[src/rtl/uart_tx_arbiter.sv]
// uart_tx_arbiter: round-robin, packet-locked sharing of one UART tx byte port.
// An optional header byte (HEADER_BASE | index) precedes each packet.
module uart_tx_arbiter #(
  parameter int         NUM_REQUESTERS = 4,
  parameter bit         HEADER_ENABLE  = 1'b1,
  parameter logic [7:0] HEADER_BASE    = 8'hF0
) (
  input  logic                        i_clock,
  input  logic                        i_reset,
  input  logic [8*NUM_REQUESTERS-1:0] i_req_data,
  input  logic [NUM_REQUESTERS-1:0]   i_req_valid,
  input  logic [NUM_REQUESTERS-1:0]   i_req_last,
  output logic [NUM_REQUESTERS-1:0]   o_req_ready,
  output logic [7:0]                  o_tx_data,
  output logic                        o_tx_data_valid,
  input  logic                        i_tx_data_ready,
  output logic [NUM_REQUESTERS-1:0]   o_grant,
  output logic                        o_busy
);
  localparam int N    = NUM_REQUESTERS;
  localparam int ID_W = (N > 2) ? $clog2(N) : 1;

  typedef enum logic [1:0] {
    S_IDLE,
    S_HEADER,
    S_PAYLOAD
  } state_e;

  state_e          state_q;
  logic [ID_W-1:0] idx_q;
  logic [ID_W-1:0] last_q;
  logic [N-1:0]    grant_q;
  logic [7:0]      data_q;
  logic            valid_q;

  logic            slot_free;
  logic            sel_valid;
  logic            sel_last;
  logic            xfer;
  logic [7:0]      sel_data;
  logic [ID_W:0]   cand;
  logic [ID_W-1:0] pick_d;
  logic            pick_vld_d;

  assign slot_free = !valid_q || i_tx_data_ready;
  assign sel_valid = |(i_req_valid & grant_q);
  assign sel_last  = |(i_req_last & grant_q);
  assign xfer      = (state_q == S_PAYLOAD) && slot_free && sel_valid;

  always_comb begin
    sel_data = '0;
    for (int k = 0; k < N; k++) begin
      if (grant_q[k]) sel_data = i_req_data[8*k +: 8];
    end
  end

  // Scan farthest-first so the nearest valid index after last_q wins.
  always_comb begin
    pick_d     = '0;
    pick_vld_d = 1'b0;
    cand       = '0;
    for (int off = N; off >= 1; off--) begin
      cand = {1'b0, last_q} + (ID_W+1)'(off);
      if (cand >= (ID_W+1)'(N)) cand = cand - (ID_W+1)'(N);
      if (i_req_valid[cand[ID_W-1:0]]) begin
        pick_d     = cand[ID_W-1:0];
        pick_vld_d = 1'b1;
      end
    end
  end

  always_ff @(posedge i_clock) begin
    if (i_reset) begin
      state_q <= S_IDLE;
      idx_q   <= '0;
      last_q  <= ID_W'(N - 1);
      grant_q <= '0;
      data_q  <= 8'h00;
      valid_q <= 1'b0;
    end else begin
      if (valid_q && i_tx_data_ready) valid_q <= 1'b0;
      unique case (state_q)
        S_IDLE: begin
          if (pick_vld_d) begin
            idx_q   <= pick_d;
            grant_q <= {{(N-1){1'b0}}, 1'b1} << pick_d;
            state_q <= HEADER_ENABLE ? S_HEADER : S_PAYLOAD;
          end
        end
        S_HEADER: begin
          if (slot_free) begin
            data_q  <= HEADER_BASE | {{(8-ID_W){1'b0}}, idx_q};
            valid_q <= 1'b1;
            state_q <= S_PAYLOAD;
          end
        end
        S_PAYLOAD: begin
          if (xfer) begin
            data_q  <= sel_data;
            valid_q <= 1'b1;
            if (sel_last) begin
              state_q <= S_IDLE;
              grant_q <= '0;
              last_q  <= idx_q;
            end
          end
        end
        default: state_q <= S_IDLE;
      endcase
    end
  end

  assign o_req_ready     = (state_q == S_PAYLOAD && slot_free) ? grant_q : '0;
  assign o_tx_data       = data_q;
  assign o_tx_data_valid = valid_q;
  assign o_grant         = grant_q;
  assign o_busy          = (state_q != S_IDLE) || valid_q;

endmodule

[config.mk]
export PLATFORM = sky130hd
export DESIGN_NAME = uart_tx_arbiter
export DESIGN_NICKNAME = d
export VERILOG_FILES = /design/src/rtl/uart_tx_arbiter.sv
export SDC_FILE = /design/constraint.sdc
export NUM_CORES = 1
export LEC_CHECK = 0
export ABC_AREA = 1
export BUFFER_PORTS_ARGS = -buffer_cell sky130_fd_sc_hd__buf_4
export CAP_MARGIN = 10
export CORE_MARGIN = 8
export CORE_UTILIZATION = 47
export CTS_BUF_LIST = sky130_fd_sc_hd__clkbuf_8
export DETAILED_ROUTE_END_ITERATION = 10
export HOLD_SLACK_MARGIN = 0.05
export PLACE_DENSITY = 0.87
export SYNTH_ARGS = -nofsm -noshare
export SYNTH_HDL_FRONTEND = slang
export SYNTH_SLANG_ARGS = --single-unit
[constraint.sdc]
create_clock -name i_clock -period 1.8 [get_ports i_clock]
set_clock_uncertainty 0.05 [all_clocks]
set_input_delay 0.09 -clock i_clock [delete_from_list [all_inputs] [get_ports i_clock]]
set_output_delay 0.09 -clock i_clock [all_outputs]
set_load 0.01 [all_outputs]
# Word level (Yosys, flattened, before mapping)
# Index checks and enable logic that the tools add are counted.
# word_totals
regBits	19
elab_cells	89
# classes
n_addsub	8
order_cmp	8
eq_ne	6
shifts	1
muxes	41
bitwise_logic	2
reduce_logical	17
# op_table
operator	count
$mux W8	6
$mux W2	12
$mux W4	4
$pmux W8 S2	1
$ge A3 B3 Y1 const B	4
$lt A2 B3 Y1 const B	4
$mux W1	11
$and A4 B4 Y4	2
$bmux W1 S2	4
$ne A2 B2 Y1 const B	4
$pmux W4 S2	1
$reduce_and A4 Y1	2
$reduce_or A4 Y1	2
$sub A2 B1 Y2 const B	4
$add A2 B2 Y3 const B	2
$pmux W2 S3	1
$reduce_and A3 Y1	2
$reduce_bool A2 Y1	3
$shl A1 B2 Y4 const A	1
$add A2 B1 Y3 const B	1
$add A2 B3 Y3 const B	1
$logic_and A1 B1 Y1	3
$eq A2 B1 Y1 const B	1
$eq A2 B2 Y1 const B	1
other kinds (5)	6

# Depth between registers and ports, before layout
# Gate-level depths: netlist of the first run.
# logic_depth
word_depth	12
depth_mapped	12
depth_no_buf	12

# Worst setup path before layout of the first run
# OpenSTA, ideal clock, no wires.
# synth_timing
path_kind	reg-to-reg
start	register state_q[0]
end	register state_q[1]
setup_time_ns	0.116
t_arrival_ns	1.445
path_slack_ns	0.189
path_stages_with_launch	12
n_path_buf	0
synth_period_minus_slack_ns	1.611
path_cell_list	dfxtp_1 > inv_1 > ha_1 > inv_1 > nor2_4 > inv_2 > nor2_2 > nand2_2 > nand2_2 > nand2_1 > o21ai_0 > nor2_1
# synth_via
elab_chain_len	5
# synth_lines
item	line_no	text
start: declaration	29	state_e state_q;
start signal: assignment	87	state_q <= HEADER_ENABLE ? S_HEADER : S_PAYLOAD;
$eq A2 B2 Y1	48, 82	
$logic_and A1 B1 Y1 (2 in series)	48	assign xfer = (state_q == S_PAYLOAD) && slot_free && sel_valid;
$ne A2 B2 Y1 (no line)	n/a	
$reduce_and A4 Y1 (no line)	n/a	
# Several ways; a longest one is shown, not always the timed one.
# A chain may end at the register's enable or synchronous reset.

# Final worst setup path of the first run
# Same ends and word-level chain as after synthesis.

==> results of run 1 <==
-- worst min-delay path, cell delays in order --
cell and delay, ns:
buf_4 0.08, o211ai_1 0.07, a21oi_1 0.13
-- cell type report --
cell class	count	area, sq um
Sequential cell	19	380
Clock inverter	1	5.00
Timing Repair Buffer	71	536
Tap cell	31	38.8
Inverter	28	105
Clock buffer	3	41.3
Fill cell	264	822
Multi-Input combinational cell	163	853
-- final timing paths --
path	cells after the start	from	to	slack [ns]
setup / recovery	11	state_q[0]$_SDFFE_PP0P_	state_q[1]$_SDFFE_PP0P_	0.10
hold / removal	3	i_req_data[26]	o_tx_data[2]$_SDFFE_PP0P_	0.09
hold reg to reg	2	idx_q[0]$_SDFFE_PP0P_	o_tx_data[0]$_SDFFE_PP0P_	0.45
setup reg to reg	11	state_q[0]$_SDFFE_PP0P_	state_q[1]$_SDFFE_PP0P_	0.10
-- cell families after synthesis --
| kind of cell | after synthesis | share of synthesized area, % |
|---|---|---|
| AND/OR/NAND/NOR | 96 | 30.0 |
| AO/OA/AOI/OAI | 63 | 27.4 |
| buffers and inverters | 37 | 11.7 |
| flip-flops | 19 | 27.3 |
| adder cells (fa/ha/maj) | 4 | 3.59 |
-- per-layer routing --
layer  share of wire, %  vias to the layer above  global-route usage [%]
li1                   -                      854                       -
met1                 42                      758                    20.8
met2                 45                       80                    28.7
met3                 11                        7                    9.18
met4                1.5                        0                    5.36
met5                  0                        -                       0
-- power groups by stage --
stage / clock (mW) / sequential [mW] / combinational [mW]
after floorplan: 0 / 0.719 / 0.790
after global placement: 0 / 0.672 / 1.33
after detailed placement: 0 / 0.673 / 1.37
after CTS: 0.307 / 0.670 / 1.38
after global routing: 0.325 / 0.688 / 1.52
final: 0.307 / 0.670 / 1.39
-- flip-flops by register name (all words and copies together), names as in the netlist --
name,flops
o_grant,4
last_q,2
state_q,2
o_tx_data_valid,1
o_tx_data,8
idx_q,2
-- repair_timing --
item / in CTS / in global routing
endpoints found under the setup margin: 0 / 9
endpoints found under the hold margin: 5 / 0
hold buffers: 1 / 0
gates resized for setup: 0 / 2
-- cell usage after synthesis --
library cell	count	share of area, %
ha_1	4	3.6
buf_6	1	0.81
a21oi_1	20	7.2
a22oi_1	2	1.1
nand2_2	6	2.7
a21oi_2	3	1.9
inv_1	26	7.0
o211ai_1	7	3.8
a31oi_1	6	2.7
nor2_4	1	0.81
o21a_1	1	0.54
nor2_2	1	0.45
buf_2	2	0.72
o21ai_0	18	6.5
nand3_1	9	3.2
nand4_1	4	1.8
nand2_1	61	16
o22ai_1	2	0.90
o21ai_4	1	1.2
dfxtp_1	19	27
o21ai_2	2	1.3
buf_4	4	2.2
nor2_1	12	3.2
or2_4	1	0.63
clkbuf_1	2	0.54
nand3_2	1	0.72
a211oi_1	1	0.54
inv_2	2	0.54
-- stage by stage --
step                setup slack, ns  area (sq um)  power, mW
floorplan                     0.189          1400       1.51
global placement              0.178          1900       2.00
detailed placement           0.0480          1900       2.05
CTS                          0.0573          1960       2.35
global route                 0.0235          1960       2.54
finish                        0.105          1960       2.37
==> impl_metrics.csv, run 1 <==
group,metric,value,unit
finish,drive_gt1_share,33.0,%
grt,grt_usage,18.2,%
detailed_routing,ant_nets,0,
placed_design,place_inst,311,
clock_tree,clock_sinks,19,
floorplan,die_x,70.5,microns
finish,mostFrequentLayoutCells,"70 x buf_4, 60 x nand2_1, 25 x inv_1",
grt,grt_max_degree,17,
logic_synthesis,synth.distinct_cells,28,
hold_path,hold_class,"input pin to register",
critical_path,crit_chain,"inv_1, ha_1, inv_2, nor2_4, inv_2, nor2_2, nand2_2, nand2_2, nand2_1, o21ai_0, nor2_1",
floorplan,rows,19,
power_and_ir_drop,p_sw_share,44.2,%
sta,max_freq,590,MHz
finish,nets,333,
detailed_routing,drt_iter0_markers,145,
logic_synthesis,synth_area,0.00140,sq mm
grt,overflow,0,
finish,layout.cells.non_filler,316,
critical_path,crit_slowest_cell,"dfxtp_1",
power_and_ir_drop,p_sw,1.05,mW
critical_path,crit_buf_inv,3,
floorplan,fp.dieH,70.5,microns
placed_design,portBuffers,60,
detailed_routing,routedWlPerCell,14.6,microns
critical_path,cpPeakStageDelay,0.32,ns
detailed_routing,routed_via_density,5.38,
power_and_ir_drop,leakage,1.03,nW
logic_synthesis,avgSynthCellArea,6.37,sq um
finish,diodes,0,
critical_path,critPathKind,"register to register",
clock_tree,clockBufferDepth,2,
finish,area_growth,40.4,%
detailed_routing,via_count,1699,
clock_tree,clock_latency,0.26,ns
sta,setup_viol,0,
sta,max_slew_margin,76.4,%
sta,tns,0,ns
detailed_routing,first_pass_iters,4,
floorplan,start_util,50.2,%
power_and_ir_drop,p_comb_share,58.8,%
logic_synthesis,synth_seq_cells,19,
finish,layout_commonest_cell,"buf_4",
detailed_routing,finalWirelength,4.62,mm
critical_path,crit_path_end_kind,"register",
sta,period_needed,1.70,ns
sta,hold_slack,0.0861,ns
clock_tree,root_buffer,"clkbuf_8",
critical_path,required,1.91,ns
clock_tree,ctsHtreeMaxLevel,1,
logic_synthesis,synth_cells,219,
power_and_ir_drop,intPower,1.32,mW
run_status,outcome,"finished clean",
power_and_ir_drop,clkPwrFrac,13.0,%
logic_synthesis,yosysWarnings,0,
floorplan,die-area,0.00497,sq mm
critical_path,cp_top_family,"simple AND/OR/NAND/NOR gates",
sta,tightestPinTransition,0.354,ns
logic_synthesis,yosysSeqAreaShare,27.3,%
power_and_ir_drop,ir_drop,0.000828,V
clock_tree,cts-buffers-inserted,3,
sta,finalHoldViolCount,0,
finish,final_util,70.4,%
power_and_ir_drop,seqPwrFrac,28.3,%
flow_run,maxCapViolations,0,
placed_design,dp_hpwl,3.71,mm
critical_path,start_kind,"register",
grt,antenna_found_initial,0,
placed_design,gp_congestion,0.876,
clock_tree,clk_pin_slew,0.07,ns
detailed_routing,drc,0,
sta,rsz0062_at_grt,"false",
critical_path,cp_max_fo,5,
grt,grt_pass1_wl,7.60,mm
logic_synthesis,syn_nets,266,
critical_path,cp.arrival,1.81,ns
floorplan,pin_count,61,
sta,min_period_over_period,94.2,%
power_and_ir_drop,powerDensity,1210,mW/mm^2
floorplan,core,0.00278,sq mm
grt,grt_pass1_vias,1679,
sta,drv_slew,0,
clock_tree,cts_tree,"built",
clock_tree,cts_setup_buffers,0,
Power figures use the tool's default switching activity.
==> inputs of run 2 (changes only) <==
==> constraint.sdc (replaced) <==
create_clock -name i_clock -period 1.85 [get_ports i_clock]
set_clock_uncertainty 0.05 [all_clocks]
set_input_delay 0.0925 -clock i_clock [delete_from_list [all_inputs] [get_ports i_clock]]
set_output_delay 0.0925 -clock i_clock [all_outputs]
set_load 0.01 [all_outputs]
==> impl_metrics.csv, run 2 (synthesized netlist as in run 1, its figures left out) <==
group,metric,value,unit
finish,area_growth,39.3,%
finish,mostFrequentLayoutCells,"68 x buf_4, 60 x nand2_1, 26 x inv_1",
floorplan,core,0.00278,sq mm
detailed_routing,drc,0,
sta,tns,0,ns
sta,rsz0062_at_grt,"false",
sta,period_needed,1.65,ns
clock_tree,cts-buffers-inserted,3,
critical_path,crit_path_end_kind,"register",
floorplan,rows,19,
clock_tree,clock_sinks,19,
grt,antenna_found_initial,0,
placed_design,place_inst,309,
finish,largest_register_ffs,8,
clock_tree,root_buffer,"clkbuf_8",
grt,grt_max_degree,17,
finish,drive_gt1_share,32.2,%
placed_design,dp_hpwl,3.59,mm
critical_path,start_kind,"register",
sta,tightestPinTransition,0.325,ns
power_and_ir_drop,leakage,1.02,nW
detailed_routing,drt_iter0_markers,140,
detailed_routing,via_count,1690,
sta,max_slew_margin,78.3,%
hold_path,hold_depth,3,
sta,setup_viol,0,
detailed_routing,first_pass_iters,5,
grt,grt_pass1_wl,7.20,mm
grt,grt_pass1_vias,1589,
placed_design,portBuffers,60,
critical_path,rrSetupSlack,0.20,ns
critical_path,r2r_start,"state_q[0]$_SDFFE_PP0P_",
floorplan,pin_count,61,
hold_path,hold_class,"input pin to register",
placed_design,pre_cts_slack,0.113,ns
sta,drv_slew,0,
clock_tree,ctsHtreeMaxLevel,1,
detailed_routing,routed_via_density,5.38,
clock_tree,clockBufferDepth,2,
critical_path,crit_path_start,"state_q[0]$_SDFFE_PP0P_",
clock_tree,clk_pin_slew,0.07,ns
finish,diodes,0,
finish,layout_commonest_cell,"buf_4",
critical_path,critPathKind,"register to register",
floorplan,start_util,50.2,%
power_and_ir_drop,ir_drop,0.000961,V
grt,overflow,0,
critical_path,required,1.95,ns
sta,finalWorstSetupSlack,0.197,ns
critical_path,cp.arrival,1.76,ns
critical_path,regToRegEndpoint,"o_grant[3]$_SDFFE_PP0P_",
grt,grt_usage,17.5,%
detailed_routing,finalWirelength,4.49,mm
power_and_ir_drop,power.total,2.28,mW
placed_design,gp_congestion,0.879,
finish,layout.cells.non_filler,314,
critical_path,ff2ff_path_depth,11,
sta,min_period_over_period,89.4,%
finish,nets,331,
detailed_routing,routedWlPerCell,14.3,microns
clock_tree,clock_latency,0.26,ns
floorplan,die-area,0.00497,sq mm
clock_tree,cts_tree,"built",
sta,hold_slack,0.0906,ns
sta,max_freq,605,MHz
power_and_ir_drop,powerDensity,1180,mW/mm^2
flow_run,maxCapViolations,0,
critical_path,cp_max_fo,5,
floorplan,fp.dieH,70.5,microns
run_status,outcome,"finished clean",
critical_path,crit_end,"o_grant[3]$_SDFFE_PP0P_",
sta,finalHoldViolCount,0,
detailed_routing,ant_nets,0,
floorplan,die_x,70.5,microns
## run 2: cell count changes in the layout (fill, tap and decap cells not counted), sizes merged
cell	before	now
inv	28	29
clkinv	1	0
buf	70	68
## run 2: worst min-delay path by stage
stage	from	endpoint
final	i_req_data[26]	o_tx_data[2]$_SDFFE_PP0P_
after global routing	i_req_data[28]	o_tx_data[4]$_SDFFE_PP0P_
after CTS	i_req_data[31]	o_tx_data[7]$_SDFFE_PP0P_
after detailed placement	i_reset	o_grant[2]$_SDFFE_PP0P_
after global placement	i_reset	o_grant[2]$_SDFFE_PP0P_
after floorplan	i_reset	o_grant[0]$_SDFFE_PP0P_
## run 2: per-layer routing
layer	GRT usage [%]	part of all wire, %
met3	9.32	11
met2	27.8	45
met4	6.03	1.3
met5	0	0
met1	19.3	42
## run 2: layout make-up
cell class | instances | area (sq um)
Clock buffer | 3 | 41.3
Clock inverter | 1 | 3.75
Fill cell | 243 | 838
Inverter | 28 | 105
Multi-Input combinational cell | 163 | 853
Sequential cell | 19 | 380
Tap cell | 31 | 38.8
Timing Repair Buffer | 69 | 520
## run 2: worst max-delay path, cell delays in order, from the launching register on
cell and delay, ns:
dfxtp_1 0.32, inv_1 0.11, ha_1 0.20, inv_2 0.08
nor2_4 0.13, inv_2 0.08, nor2_2 0.14, nand2_2 0.09
nand2_2 0.11, nand2_2 0.10, nand2_1 0.08, a21oi_1 0.06
## run 2: report_power, final
| part | total, mW | leakage [nW] | internal, mW | switching [mW] |
|---|---|---|---|---|
| clock | 0.288 | 0.0269 | 0.148 | 0.140 |
| combinational | 1.33 | 0.839 | 0.561 | 0.771 |
| sequential | 0.664 | 0.156 | 0.565 | 0.0995 |
## run 2: through the flow
step	area (sq um)	util (%)
final	1940	69.9
after global routing	1940	69.9
after CTS	1940	69.8
after detailed placement	1890	67.8
after global placement	1890	67.8
after floorplan	1400	-
## run 2: timing repair
action                                 CTS  global route
hold buffers                             1             0
endpoints found under the hold margin    4             0
resized for setup                        0             3
setup endpoints to repair                0             9
buffers inserted                         0             0
==> inputs of run 3 (changes only) <==
--- a/config.mk
+++ b/config.mk
@@ -14,6 +14,7 @@
 export DETAILED_ROUTE_END_ITERATION = 10
 export HOLD_SLACK_MARGIN = 0.05
 export PLACE_DENSITY = 0.87
+export RECOVER_POWER = 50
 export SYNTH_ARGS = -nofsm -noshare
 export SYNTH_HDL_FRONTEND = slang
 export SYNTH_SLANG_ARGS = --single-unit
==> impl_metrics.csv, run 3 (synthesized netlist as in run 1, its figures left out) <==
group,metric,value,unit
placed_design,dp_hpwl,3.59,mm
detailed_routing,finalWirelength,4.45,mm
placed_design,pre_cts_slack,0.113,ns
finish,seq_area,380,sq um
power_and_ir_drop,leakage,0.973,nW
detailed_routing,drc,0,
critical_path,rrSetupSlack,0.19,ns
power_and_ir_drop,power.total,2.18,mW
detailed_routing,drt_iter0_markers,140,
finish,nets,331,
floorplan,start_util,50.2,%
grt,overflow,0,
finish,area_growth,36.1,%
sta,max_slew_margin,72.8,%
detailed_routing,ant_nets,0,
placed_design,gp_congestion,0.879,
clock_tree,root_buffer,"clkbuf_8",
sta,drv_slew,0,
finish,n_fill_cell,258,
clock_tree,cts_setup_buffers,0,
floorplan,pin_count,61,
placed_design,place_area,0.00189,sq mm
critical_path,crit_path_end_kind,"register",
critical_path,required,1.95,ns
detailed_routing,routed_via_density,5.33,
clock_tree,cts-buffers-inserted,3,
sta,min_period_over_period,89.9,%
sta,period_needed,1.66,ns
finish,layout_commonest_cell,"nand2_1",
sta,finalWorstSetupSlack,0.188,ns
detailed_routing,via_count,1675,
hold_path,hold_class,"input pin to register",
floorplan,fp.dieH,70.5,microns
floorplan,core,0.00278,sq mm
floorplan,rows,19,
critical_path,cp.arrival,1.77,ns
sta,tightestPinTransition,0.409,ns
critical_path,critPathKind,"register to register",
grt,grt_max_degree,17,
run_status,outcome,"finished clean",
sta,rsz0062_at_grt,"false",
sta,setup_viol,0,
placed_design,portBuffers,60,
floorplan,die-area,0.00497,sq mm
finish,drive_gt1_share,27.9,%
grt,antenna_found_initial,0,
detailed_routing,first_pass_iters,4,
finish,multiInputGateArea,853,sq um
critical_path,cp_max_fo,5,
power_and_ir_drop,powerDensity,1150,mW/mm^2
clock_tree,clk_pin_slew,0.07,ns
flow_run,maxCapViolations,0,
clock_tree,clock_sinks,19,
clock_tree,ctsHtreeMaxLevel,1,
power_and_ir_drop,ir_drop,0.000945,V
sta,tns,0,ns
finish,design_area,0.00190,sq mm
grt,grt_usage,17.5,%
finish,diodes,0,
clock_tree,clock_latency,0.26,ns
finish,largest_register_ffs,8,
detailed_routing,routedWlPerCell,14.2,microns
sta,finalHoldViolCount,0,
critical_path,start_kind,"register",
finish,mostFrequentLayoutCells,"60 x nand2_1, 56 x buf_4, 26 x inv_1",
grt,grt_pass1_wl,7.20,mm
floorplan,die_x,70.5,microns
clock_tree,cts_tree,"built",
clock_tree,clockBufferDepth,2,
grt,grt_pass1_vias,1589,
sta,max_freq,602,MHz
-- run 3: cell types whose count changed in the layout (fill, tap and decap cells not counted), sizes merged --
cell	delta
clkbuf	+12
buf	-12
-- run 3: path summary, 6_finish.rpt --
check	from	end	cells past startpoint
setup reg to reg	state_q[0]$_SDFFE_PP0P_	o_grant[3]$_SDFFE_PP0P_	11
hold reg to reg	idx_q[1]$_SDFFE_PP0P_	o_tx_data[1]$_SDFFE_PP0P_	2
hold / removal	i_req_data[26]	o_tx_data[2]$_SDFFE_PP0P_	3
setup / recovery	state_q[0]$_SDFFE_PP0P_	o_grant[3]$_SDFFE_PP0P_	11
-- run 3: worst max-delay path, cell delays in order (launching register included) --
cell,delay (ns)
dfxtp_1,0.32
inv_1,0.11
ha_1,0.20
inv_2,0.08
nor2_4,0.13
inv_2,0.08
nor2_2,0.14
nand2_2,0.09
nand2_2,0.11
nand2_2,0.10
nand2_1,0.08
a21oi_1,0.06
-- run 3: repair_timing --
item / in CTS / in global routing
hold buffers: 1 / 0
resized for setup: 0 / 3
setup endpoints to repair: 0 / 9
hold endpoints to repair: 4 / 0
-- run 3: routing by layer --
layer / routed length [microns] / track usage [%]
met5: 0 / 0
met1: 1920 / 19.3
met3: 477 / 9.32
met2: 1980 / 27.8
met4: 70 / 6.03
-- run 3: cell type report --
| type | instances | area share [%] |
|---|---|---|
| inverter | 28 | 5.54 |
| clock buffer | 3 | 2.18 |
| clock inverter | 1 | 0.198 |
| multi-input combinational | 163 | 45.0 |
| timing repair buffer | 69 | 25.0 |
| tap | 31 | 2.04 |
| sequential | 19 | 20.0 |
-- run 3: metrics by stage --
| step | std cells | utilization (%) | hold WS, ns |
|---|---|---|---|
| floorplan | 219 | - | 0.255 |
| finish | 314 | 68.2 | 0.0905 |
| detailed placement | 309 | 67.8 | 0.288 |
| global placement | 309 | 67.8 | 0.282 |
| global route | 314 | 68.2 | 0.102 |
| CTS | 314 | 69.8 | 0.0939 |
-- run 3: where the power goes --
part / total [mW] / internal, mW / switching, mW
clock: 0.289 / 0.148 / 0.141
sequential: 0.661 / 0.564 / 0.0965
combinational: 1.23 / 0.467 / 0.767
total: 2.18 / 1.18 / 1.01
